--- src/rtl/freq_report_formatter_pkg.sv ---
`default_nettype none
// ============================================================================
// Module : freq_report_formatter_pkg
// Brief  : ASCII constants, message geometry, FSM encoding and BCD helpers
//          shared by the frequency report formatter.
// Rev    : 1.0
// ============================================================================
package freq_report_formatter_pkg;

  localparam int MSG_LEN = 16;
  localparam int DIGITS  = 10;
  localparam int BCD_W   = 4 * DIGITS;

  localparam logic [7:0] ASCII_SPACE = 8'h20;
  localparam logic [7:0] ASCII_ZERO  = 8'h30;
  localparam logic [7:0] ASCII_CR    = 8'h0D;
  localparam logic [7:0] ASCII_LF    = 8'h0A;
  localparam logic [7:0] ASCII_EQ    = 8'h3D;
  localparam logic [7:0] ASCII_PLUS  = 8'h2B;
  localparam logic [7:0] ASCII_MINUS = 8'h2D;
  localparam logic [7:0] ASCII_QMARK = 8'h3F;
  localparam logic [7:0] ASCII_F     = 8'h46;

  localparam logic [1:0] ST_IDLE    = 2'd0;
  localparam logic [1:0] ST_CONVERT = 2'd1;
  localparam logic [1:0] ST_SEND    = 2'd2;

  // Double-dabble pre-shift correction: every digit >= 5 gets +3.
  function automatic logic [BCD_W-1:0] bcd_add3(input logic [BCD_W-1:0] bcd);
    logic [BCD_W-1:0] r;
    r = bcd;
    for (int k = 0; k < DIGITS; k++) begin
      if (r[4*k +: 4] >= 4'd5) begin
        r[4*k +: 4] = r[4*k +: 4] + 4'd3;
      end
    end
    return r;
  endfunction

  function automatic logic [7:0] status_char(input logic match, input logic too_high,
                                             input logic too_low);
    logic [7:0] c;
    if (match)         c = ASCII_EQ;
    else if (too_high) c = ASCII_PLUS;
    else if (too_low)  c = ASCII_MINUS;
    else               c = ASCII_QMARK;
    return c;
  endfunction

endpackage
`default_nettype wire

--- src/rtl/freq_report_formatter_bin2bcd_seq.sv ---
`default_nettype none
// ============================================================================
// Module : bin2bcd_seq
// Brief  : Sequential double-dabble, one shift per clock, DATA_W steps,
//          10-digit BCD result with a one-cycle done pulse.
// Rev    : 1.0
// ============================================================================
module bin2bcd_seq
  import freq_report_formatter_pkg::*;
#(
  parameter int DATA_W = 32
) (
  input  logic              clk,
  input  logic              rst_n,
  input  logic              start,
  input  logic [DATA_W-1:0] bin,
  output logic              done,
  output logic [BCD_W-1:0]  bcd
);

  localparam int CNT_W = (DATA_W > 1) ? $clog2(DATA_W) : 1;

  logic [DATA_W-1:0] r_shift;
  logic [BCD_W-1:0]  r_bcd;
  logic [CNT_W-1:0]  r_cnt;
  logic              r_busy;
  logic              r_done;
  logic [BCD_W-1:0]  w_adj;

  assign w_adj = bcd_add3(r_bcd);

  always_ff @(posedge clk or negedge rst_n) begin
    if (!rst_n) begin
      r_shift <= '0;
      r_bcd   <= '0;
      r_cnt   <= '0;
      r_busy  <= 1'b0;
      r_done  <= 1'b0;
    end else begin
      r_done <= 1'b0;
      if (r_busy) begin
        r_bcd   <= {w_adj[BCD_W-2:0], r_shift[DATA_W-1]};
        r_shift <= r_shift << 1;
        if (r_cnt == CNT_W'(DATA_W - 1)) begin
          r_busy <= 1'b0;
          r_done <= 1'b1;
          r_cnt  <= '0;
        end else begin
          r_cnt <= r_cnt + CNT_W'(1);
        end
      end else if (start) begin
        r_shift <= bin;
        r_bcd   <= '0;
        r_cnt   <= '0;
        r_busy  <= 1'b1;
      end
    end
  end

  assign done = r_done;
  assign bcd  = r_bcd;

endmodule
`default_nettype wire

--- src/rtl/freq_report_formatter.sv ---
`default_nettype none
// ============================================================================
// Module : freq_report_formatter
// Brief  : Formats one frequency sample plus comparator status as the ASCII
//          line "F=dddddddddd s\r\n" and streams it to uart_tx.
// Rev    : 1.0
// ============================================================================
module freq_report_formatter
  import freq_report_formatter_pkg::*;
#(
  parameter int DATA_W         = 32,
  parameter bit SUPPRESS_ZEROS = 1'b1
) (
  input  logic              clk,
  input  logic              rst_n,
  input  logic [DATA_W-1:0] measured_freq,
  input  logic              sample_valid,
  input  logic              freq_match,
  input  logic              freq_too_high,
  input  logic              freq_too_low,
  output logic [7:0]        tx_data,
  output logic              tx_data_valid,
  input  logic              tx_data_ready,
  output logic              busy,
  output logic              sample_dropped
);

  logic [1:0]       r_state;
  logic [7:0]       r_status;
  logic [3:0]       r_idx;
  logic             r_valid;
  logic             r_dropped;

  logic             w_start;
  logic             w_conv_done;
  logic [BCD_W-1:0] w_bcd;
  logic [7:0]       w_byte;
  logic [DIGITS-1:0] w_zero_digit;
  logic [DIGITS-1:1] w_lead_zero;
  logic [7:0]       w_digit_char [DIGITS];

  assign w_start = (r_state == ST_IDLE) && sample_valid;

  bin2bcd_seq #(
    .DATA_W (DATA_W)
  ) u_bin2bcd (
    .clk   (clk),
    .rst_n (rst_n),
    .start (w_start),
    .bin   (measured_freq),
    .done  (w_conv_done),
    .bcd   (w_bcd)
  );

  // A digit is blanked only while it and every digit above it are zero.
  for (genvar k = 0; k < DIGITS; k++) begin : g_digit
    assign w_zero_digit[k] = (w_bcd[4*k +: 4] == 4'd0);
    if (k == DIGITS - 1) begin : g_top
      assign w_lead_zero[k] = w_zero_digit[k];
    end else if (k > 0) begin : g_mid
      assign w_lead_zero[k] = w_lead_zero[k+1] & w_zero_digit[k];
    end
    if (k == 0) begin : g_units
      assign w_digit_char[k] = ASCII_ZERO | {4'd0, w_bcd[4*k +: 4]};
    end else begin : g_upper
      assign w_digit_char[k] = (SUPPRESS_ZEROS && w_lead_zero[k]) ? ASCII_SPACE
                             : (ASCII_ZERO | {4'd0, w_bcd[4*k +: 4]});
    end
  end

  always_comb begin
    w_byte = ASCII_SPACE;
    case (r_idx)
      4'd0:    w_byte = ASCII_F;
      4'd1:    w_byte = ASCII_EQ;
      4'd12:   w_byte = ASCII_SPACE;
      4'd13:   w_byte = r_status;
      4'd14:   w_byte = ASCII_CR;
      4'd15:   w_byte = ASCII_LF;
      default: w_byte = w_digit_char[4'd11 - r_idx];
    endcase
  end

  always_ff @(posedge clk or negedge rst_n) begin
    if (!rst_n) begin
      r_state   <= ST_IDLE;
      r_status  <= 8'h00;
      r_idx     <= 4'd0;
      r_valid   <= 1'b0;
      r_dropped <= 1'b0;
    end else begin
      r_dropped <= sample_valid && (r_state != ST_IDLE);
      case (r_state)
        ST_IDLE: begin
          if (sample_valid) begin
            r_status <= status_char(freq_match, freq_too_high, freq_too_low);
            r_idx    <= 4'd0;
            r_state  <= ST_CONVERT;
          end
        end
        ST_CONVERT: begin
          if (w_conv_done) begin
            r_valid <= 1'b1;
            r_state <= ST_SEND;
          end
        end
        ST_SEND: begin
          if (tx_data_ready) begin
            if (r_idx == 4'(MSG_LEN - 1)) begin
              r_valid <= 1'b0;
              r_idx   <= 4'd0;
              r_state <= ST_IDLE;
            end else begin
              r_idx <= r_idx + 4'd1;
            end
          end
        end
        default: r_state <= ST_IDLE;
      endcase
    end
  end

  assign tx_data        = r_valid ? w_byte : 8'h00;
  assign tx_data_valid  = r_valid;
  assign busy           = (r_state != ST_IDLE);
  assign sample_dropped = r_dropped;

endmodule
`default_nettype wire

--- config.mk ---
export PLATFORM = sky130hd
export DESIGN_NAME = freq_report_formatter
export DESIGN_NICKNAME = d
export VERILOG_FILES = /design/src/rtl/freq_report_formatter_pkg.sv /design/src/rtl/freq_report_formatter_bin2bcd_seq.sv /design/src/rtl/freq_report_formatter.sv
export SDC_FILE = /design/constraint.sdc
export NUM_CORES = 1
export LEC_CHECK = 0
export ABC_AREA = 0
export CORE_ASPECT_RATIO = 1.25
export CORE_MARGIN = 3
export CORE_UTILIZATION = 45
export DETAILED_ROUTE_END_ITERATION = 7
export MAX_ROUTING_LAYER = met4
export PLACE_DENSITY = 0.63
export SLEW_MARGIN = 20
export SYNTH_ARGS = -nofsm -noshare
export SYNTH_HDL_FRONTEND = slang
export SYNTH_HIERARCHICAL = 1
export SYNTH_SLANG_ARGS = --single-unit
--- constraint.sdc ---
create_clock -name clk -period 2.6 [get_ports clk]
set_input_delay 0.26 -clock clk [delete_from_list [all_inputs] [get_ports clk]]
set_output_delay 0.26 -clock clk [all_outputs]
set_load 0.01 [all_outputs]
* Yosys cells after proc, flatten, opt, wreduce, memory -nomap -nowiden
Index checks and enable logic that the tools add are counted.
Storage, ports and cells: register bits 95, bits of input ports 39, output and inout port bits 11, logic and storage cells 128
Operators by class: add/subtract/negate cells 13, order comparisons 11, eq/ne operators 12, muxes and demuxes 52, bitwise gates (word level) 9, reduce and logical (&&, ||, !) cells 21
Operators with widths (number):
- $mux 40 | 2
- $mux 5 | 15
- $mux 32 | 2
- $mux 4 | 12
- $pmux 8 s6 | 1
- $ge 4x3->1 const B | 10
- $logic_not 4->1 | 10
- $add 4x2->4 const B | 9
- $bmux 8 s4 | 1
- $mux 8 | 3
- $eq 4x4->1 const B | 4
- $and 1x1->1 | 8
- $mux 1 | 8
- $mux 2 | 4
- $pmux 4 s2 | 1
- $reduce_and 4->1 | 2
- $reduce_bool 2->1 | 4
- $ne 2x2->1 const B | 3
- $pmux 2 s3 | 1
- $add 5x1->5 const B | 1
- $eq 5x5->1 const B | 1
- $ge 5x5->1 const B | 1
- $not 4->5 | 1
- $add 4x1->4 const B | 1
- other kinds (12) | 13

* Longest topological paths before layout
depth after elaboration 15, depth in mapped cells 9, gate-level depth less buffers 7

* Cells and area by module
Netlist, hierarchy kept.
By module, submodules not included:
- bin2bcd_seq | instances 1, cells each 455, area an instance 4520.6 µm², seq. area each 1976.9 µm²
- freq_report_formatter | instances 1, cells each 156, area an instance 1322.5 µm², seq. area each 300.3 µm²

* Worst setup path after synthesis
Ideal clock, no wire load.
path type reg-to-output, start point register r_idx[0], end point output port tx_data[4], data arrival time 2.067 ns, data required time 2.340 ns, slack 0.273 ns, cell stages (with the launch flop) 10, buffers on the path 2, path through dfrtp_1 > buf_6 > buf_2 > inv_2 > ha_1 > nor2_1 > a21o_1 > o21ai_0 > a2111o_1 > o211a_1
Between the ends: longest elaborated chain between the ends 7, elaborated cells on any way between the ends 13, those cells by class 1 x add/sub; 5 x eq/ne; 5 x mux; 1 x bitwise; 1 x reduce/logical
Ends and longest elaborated chain:
- from (decl) | line freq_report_formatter.sv:30 | logic [3:0] r_idx;
- from (signal assigned) | line freq_report_formatter.sv:114 | r_idx <= r_idx + 4'd1;
- $sub 4x4->4 | line freq_report_formatter.sv:80 | default: w_byte = w_digit_char[4'd11 - r_idx];
- $not 4->5 (implied by the code) | line freq_report_formatter.sv:80
- $bmux 8 s4 | line freq_report_formatter.sv:80
- $mux 8 (implied by the code) (2 in series) | line freq_report_formatter.sv:80
- $pmux 8 s6 * | line freq_report_formatter.sv:73 | case (r_idx)
- $mux 8 * | line freq_report_formatter.sv:123 | assign tx_data = r_valid ? w_byte : 8'h00;
- to (decl) | line freq_report_formatter.sv:21 | output logic [7:0] tx_data,
Mark *: on every way between the ends. The rest lies on a longest branch, timed or not. The select of a mux whose other input is x is not followed.

* Final worst setup path
start point register r_idx[0], end point output port tx_data[0]
Same word-level chain as after synthesis.

==> run summary <==
first-pass GRT wire length: 23.9 mm
Root Driver: clkbuf_16
Post-Synth XOR/XNOR Area: 0.300%
startpoint types: register
Synth-to-Final Area Change: 19.6%
Top delay family on crit path: multiplexers
DR iter-0 viols: 290
initial core utilization: 47.0%
Layout Skew: 0.00938 ns
Sinks on Clock Net: 91
CTS tree: built
ys async rst share: 100%
floorplan row count: 45
top sig layer: met4
Clock Power Share: 17.0%
max cap viols: 0
worst hold path class: in -> async
critical path class: reg -> out
Worst-Skew Late Latency: 0.35 ns
switch share: 41.7%
grt total ovfl: 0
full die area: 0.0144 mm2
EDFF count, synth: 0
area fraction in compound gates after synthesis: 22.0%
fmax: 387 MHz
Slew Limit Headroom: 67.9%
largest net degree at the start of global routing: 126
Num CTS Buffers: 9
Slew Limit Fails: 0
mux cell area share after synthesis: 9.91%
# port buffers: 48
worst path required time: 2.34 ns
Cell Int Power: 4.64 mW
Core ar.: 0.0124 mm2
share of cells above drive strength 1: 12.5%
Finished Core Util: 56.2%
drt drc: 0
initial antenna violation count: 0
CTS clk-pin slew, worst paths: 0.07 ns
Die Height: 133 um
register area share after synthesis: 39.0%
Synth Warn #: 6
Clock Tree Buf Depth: 2
NetSw: 3.32 mW
Main synth FF type: dfrtp_1
layout net count: 735
Mapped Area: 0.00584 mm2
Comb pwr share: 50.6%
post-route ant nets: 0
final RePlAce weighted congestion: 0.876
Total Wirelength: 14.1 mm
vias in the first global route: 4955
CP endpoint kind: primary output
routed wl met3: 581 um
Met1 Wirelength: 6.01 mm
final hold violation count: 0
vias: 4957
CTS H-tree depth: 3
Pwr per Cell Area: 1140 mW/mm2
CP max stage delay: 0.53 ns
GRT Resource Usage Total: 21.2%
Yosys reg bits: 91
outcome: finished, final reports clean
Tmin final: 2.58 ns
mean area per synthesized cell: 9.56 um2
hpwl dp: 9.83 mm
Peak VDD IR: 0.000592 V
ant diodes: 0
num ports: 50
Crit path arrival time: 2.32 ns
vias per cell: 5.92
Worst Max-Slew Pin Slew: 0.470 ns
Die X: 108 um
RSZ-0062 raised after global routing: true
final total power: 7.96 mW
Mapped Cells: 611
routed wl met2: 7.25 mm
largest family of logic cells by synthesized area: compound AO/OA/AOI/OAI gates
final setup violating endpoints: 0
Static Leakage: 2.89 nW
CP max FO: 4
worst-path cell chain: buf_4 > mux4_1 > mux2_4 > a22oi_2 > o211ai_1 > and2_1 > clkdlybuf4s15_2
synthesized-area fraction occupied by and/or/nand/nor cells: 15.8%
DRT Pass-1 Iters: 5
Sequential Power Share: 32.5%
Distinct cells, synth: 58
Final period util: 99.4%
adder-cell share of the synthesized area: 6.00%
Buf+Inv Stages, Crit Path: 2
DR WL/cell: 16.9 um
Syn Nets: 678
slowest CP cell: mux4_1
## logic make-up after synthesis
family          after synthesis
compound gates              182
simple gates                181
flops                        91
buf+inv                      80
mux                          46
fa+ha+maj                    28
xor+xnor                      2
other cells                   1
## state kept, by name, summed over array words and instances, names as in the netlist
signal             flops
u_bin2bcd/done         1
u_bin2bcd/r_busy       1
tx_data_valid          1
u_bin2bcd/r_cnt        5
r_state                2
r_status               4
u_bin2bcd/bcd         40
r_idx                  4
sample_dropped         1
u_bin2bcd/r_shift     32
## cell usage in the layout (no fill, tap or decap), types with 10 or more instances in the layout
| cell | instances |
|---|---|
| a21o_1 | 12 |
| dfrtp_1 | 89 |
| clkdlybuf4s50_1 | 41 |
| a2111o_1 | 10 |
| a311o_1 | 11 |
| a21oi_1 | 29 |
| a311oi_1 | 10 |
| nor2b_1 | 10 |
| ha_1 | 26 |
| nand2b_1 | 17 |
| mux2i_1 | 35 |
| o21ai_1 | 10 |
| inv_1 | 29 |
| o21ai_0 | 45 |
| nand2_1 | 63 |
| o22ai_1 | 11 |
| nor3b_1 | 12 |
| buf_4 | 40 |
| nor2_1 | 15 |
| nand3_1 | 27 |
## cell type report
| type | count | area (um2) |
|---|---|---|
| clock buffer | 12 | 256 |
| clock inverter | 4 | 48.8 |
| fill | 1113 | 5450 |
| inverter | 33 | 129 |
| multi-input combinational | 440 | 3210 |
| sequential | 91 | 2280 |
| tap | 164 | 205 |
| timing repair buffer | 93 | 856 |
## power by group through the flow
stage          logic, mW  registers (mW)  clock network (mW)
3_3_place_gp        3.73            2.57                   0
4_1_cts             3.98            2.56                1.39
3_5_place_dp        3.87            2.59                   0
6_report            4.02            2.58                1.35
5_1_grt             4.53            2.65                1.44
2_1_floorplan       2.96            2.35                   0
## timing repair
action / in CTS / in global routing
endpoints found under the setup margin: 6 / 6
hold buffers: 1 / 0
resized for setup: 13 / 13
pin swaps: 1 / 4
hold endpoints to repair: 24 / 0
setup buffers: 4 / 0
## synth_stat cells (all sizes together) (2+ instances only)
master | number | area (um2)
a21o | 12 | 90.1
clkbuf | 12 | 52.6
inv | 33 | 129
a211oi | 3 | 22.5
a2111o | 10 | 113
dfrtp | 91 | 2280
o22ai | 11 | 68.8
nor2b | 10 | 62.6
mux4 | 7 | 184
nor3b | 12 | 90.1
a311oi | 10 | 87.6
a22o | 2 | 17.5
nor2 | 16 | 60.1
nand2 | 63 | 236
a32oi | 9 | 78.8
mux2 | 4 | 45.0
a21oi | 30 | 150
nor4 | 9 | 56.3
nand2b | 17 | 106
nand3 | 27 | 135
a2111oi | 7 | 80.1
o21ai | 56 | 280
o41ai | 2 | 17.5
o32a | 2 | 20.0
ha | 28 | 350
and3 | 3 | 18.8
nor4b | 7 | 61.3
a211o | 2 | 17.5
and2 | 2 | 12.5
mux2i | 35 | 350
nor3 | 9 | 45.0
o31ai | 4 | 30.0
o32ai | 3 | 33.8
a311o | 11 | 110
buf | 35 | 225
nand4 | 3 | 18.8
a22oi | 2 | 15.0
## stage by stage
step / instance area [um2] / hold slack, ns / instances / setup slack, ns / TNS, ns
after global routing: 6990 / 0.406 / 837 / -0.0619 / -0.130
final: 6990 / 0.360 / 837 / 0.0158 / 0
after detailed placement: 6590 / 0.203 / 816 / -0.0308 / -0.0424
after global placement: 6590 / 0.204 / 816 / 0.0314 / 0
after floorplan: 5840 / -0.0356 / 611 / 0.273 / 0
after CTS: 6950 / 0.367 / 837 / -0.0904 / -0.152
## worst paths after layout
check                            startpoint               endpoint  slack [ns]  depth (start not counted)
worst max-delay path               r_idx[0]             tx_data[0]        0.02                          7
worst min-delay path                  rst_n      u_bin2bcd/bcd[33]        0.36                          2
worst max register to register   r_state[1]  u_bin2bcd/r_shift[30]        0.67                          6
worst min register to register  r_status[3]            r_status[3]        0.48                          1
max in group asynchronous             rst_n       u_bin2bcd/r_busy        1.51                          3
min in group clk                r_status[3]            r_status[3]        0.48                          1
## per-layer routing
metal  vias to the layer above  track usage [%]
li1                       2391                -
met1                      2423             26.1
met2                       121             35.2
met3                        22             3.30
met4                         0             7.58
met5                         -                -
Power figures use the tool's default switching activity.
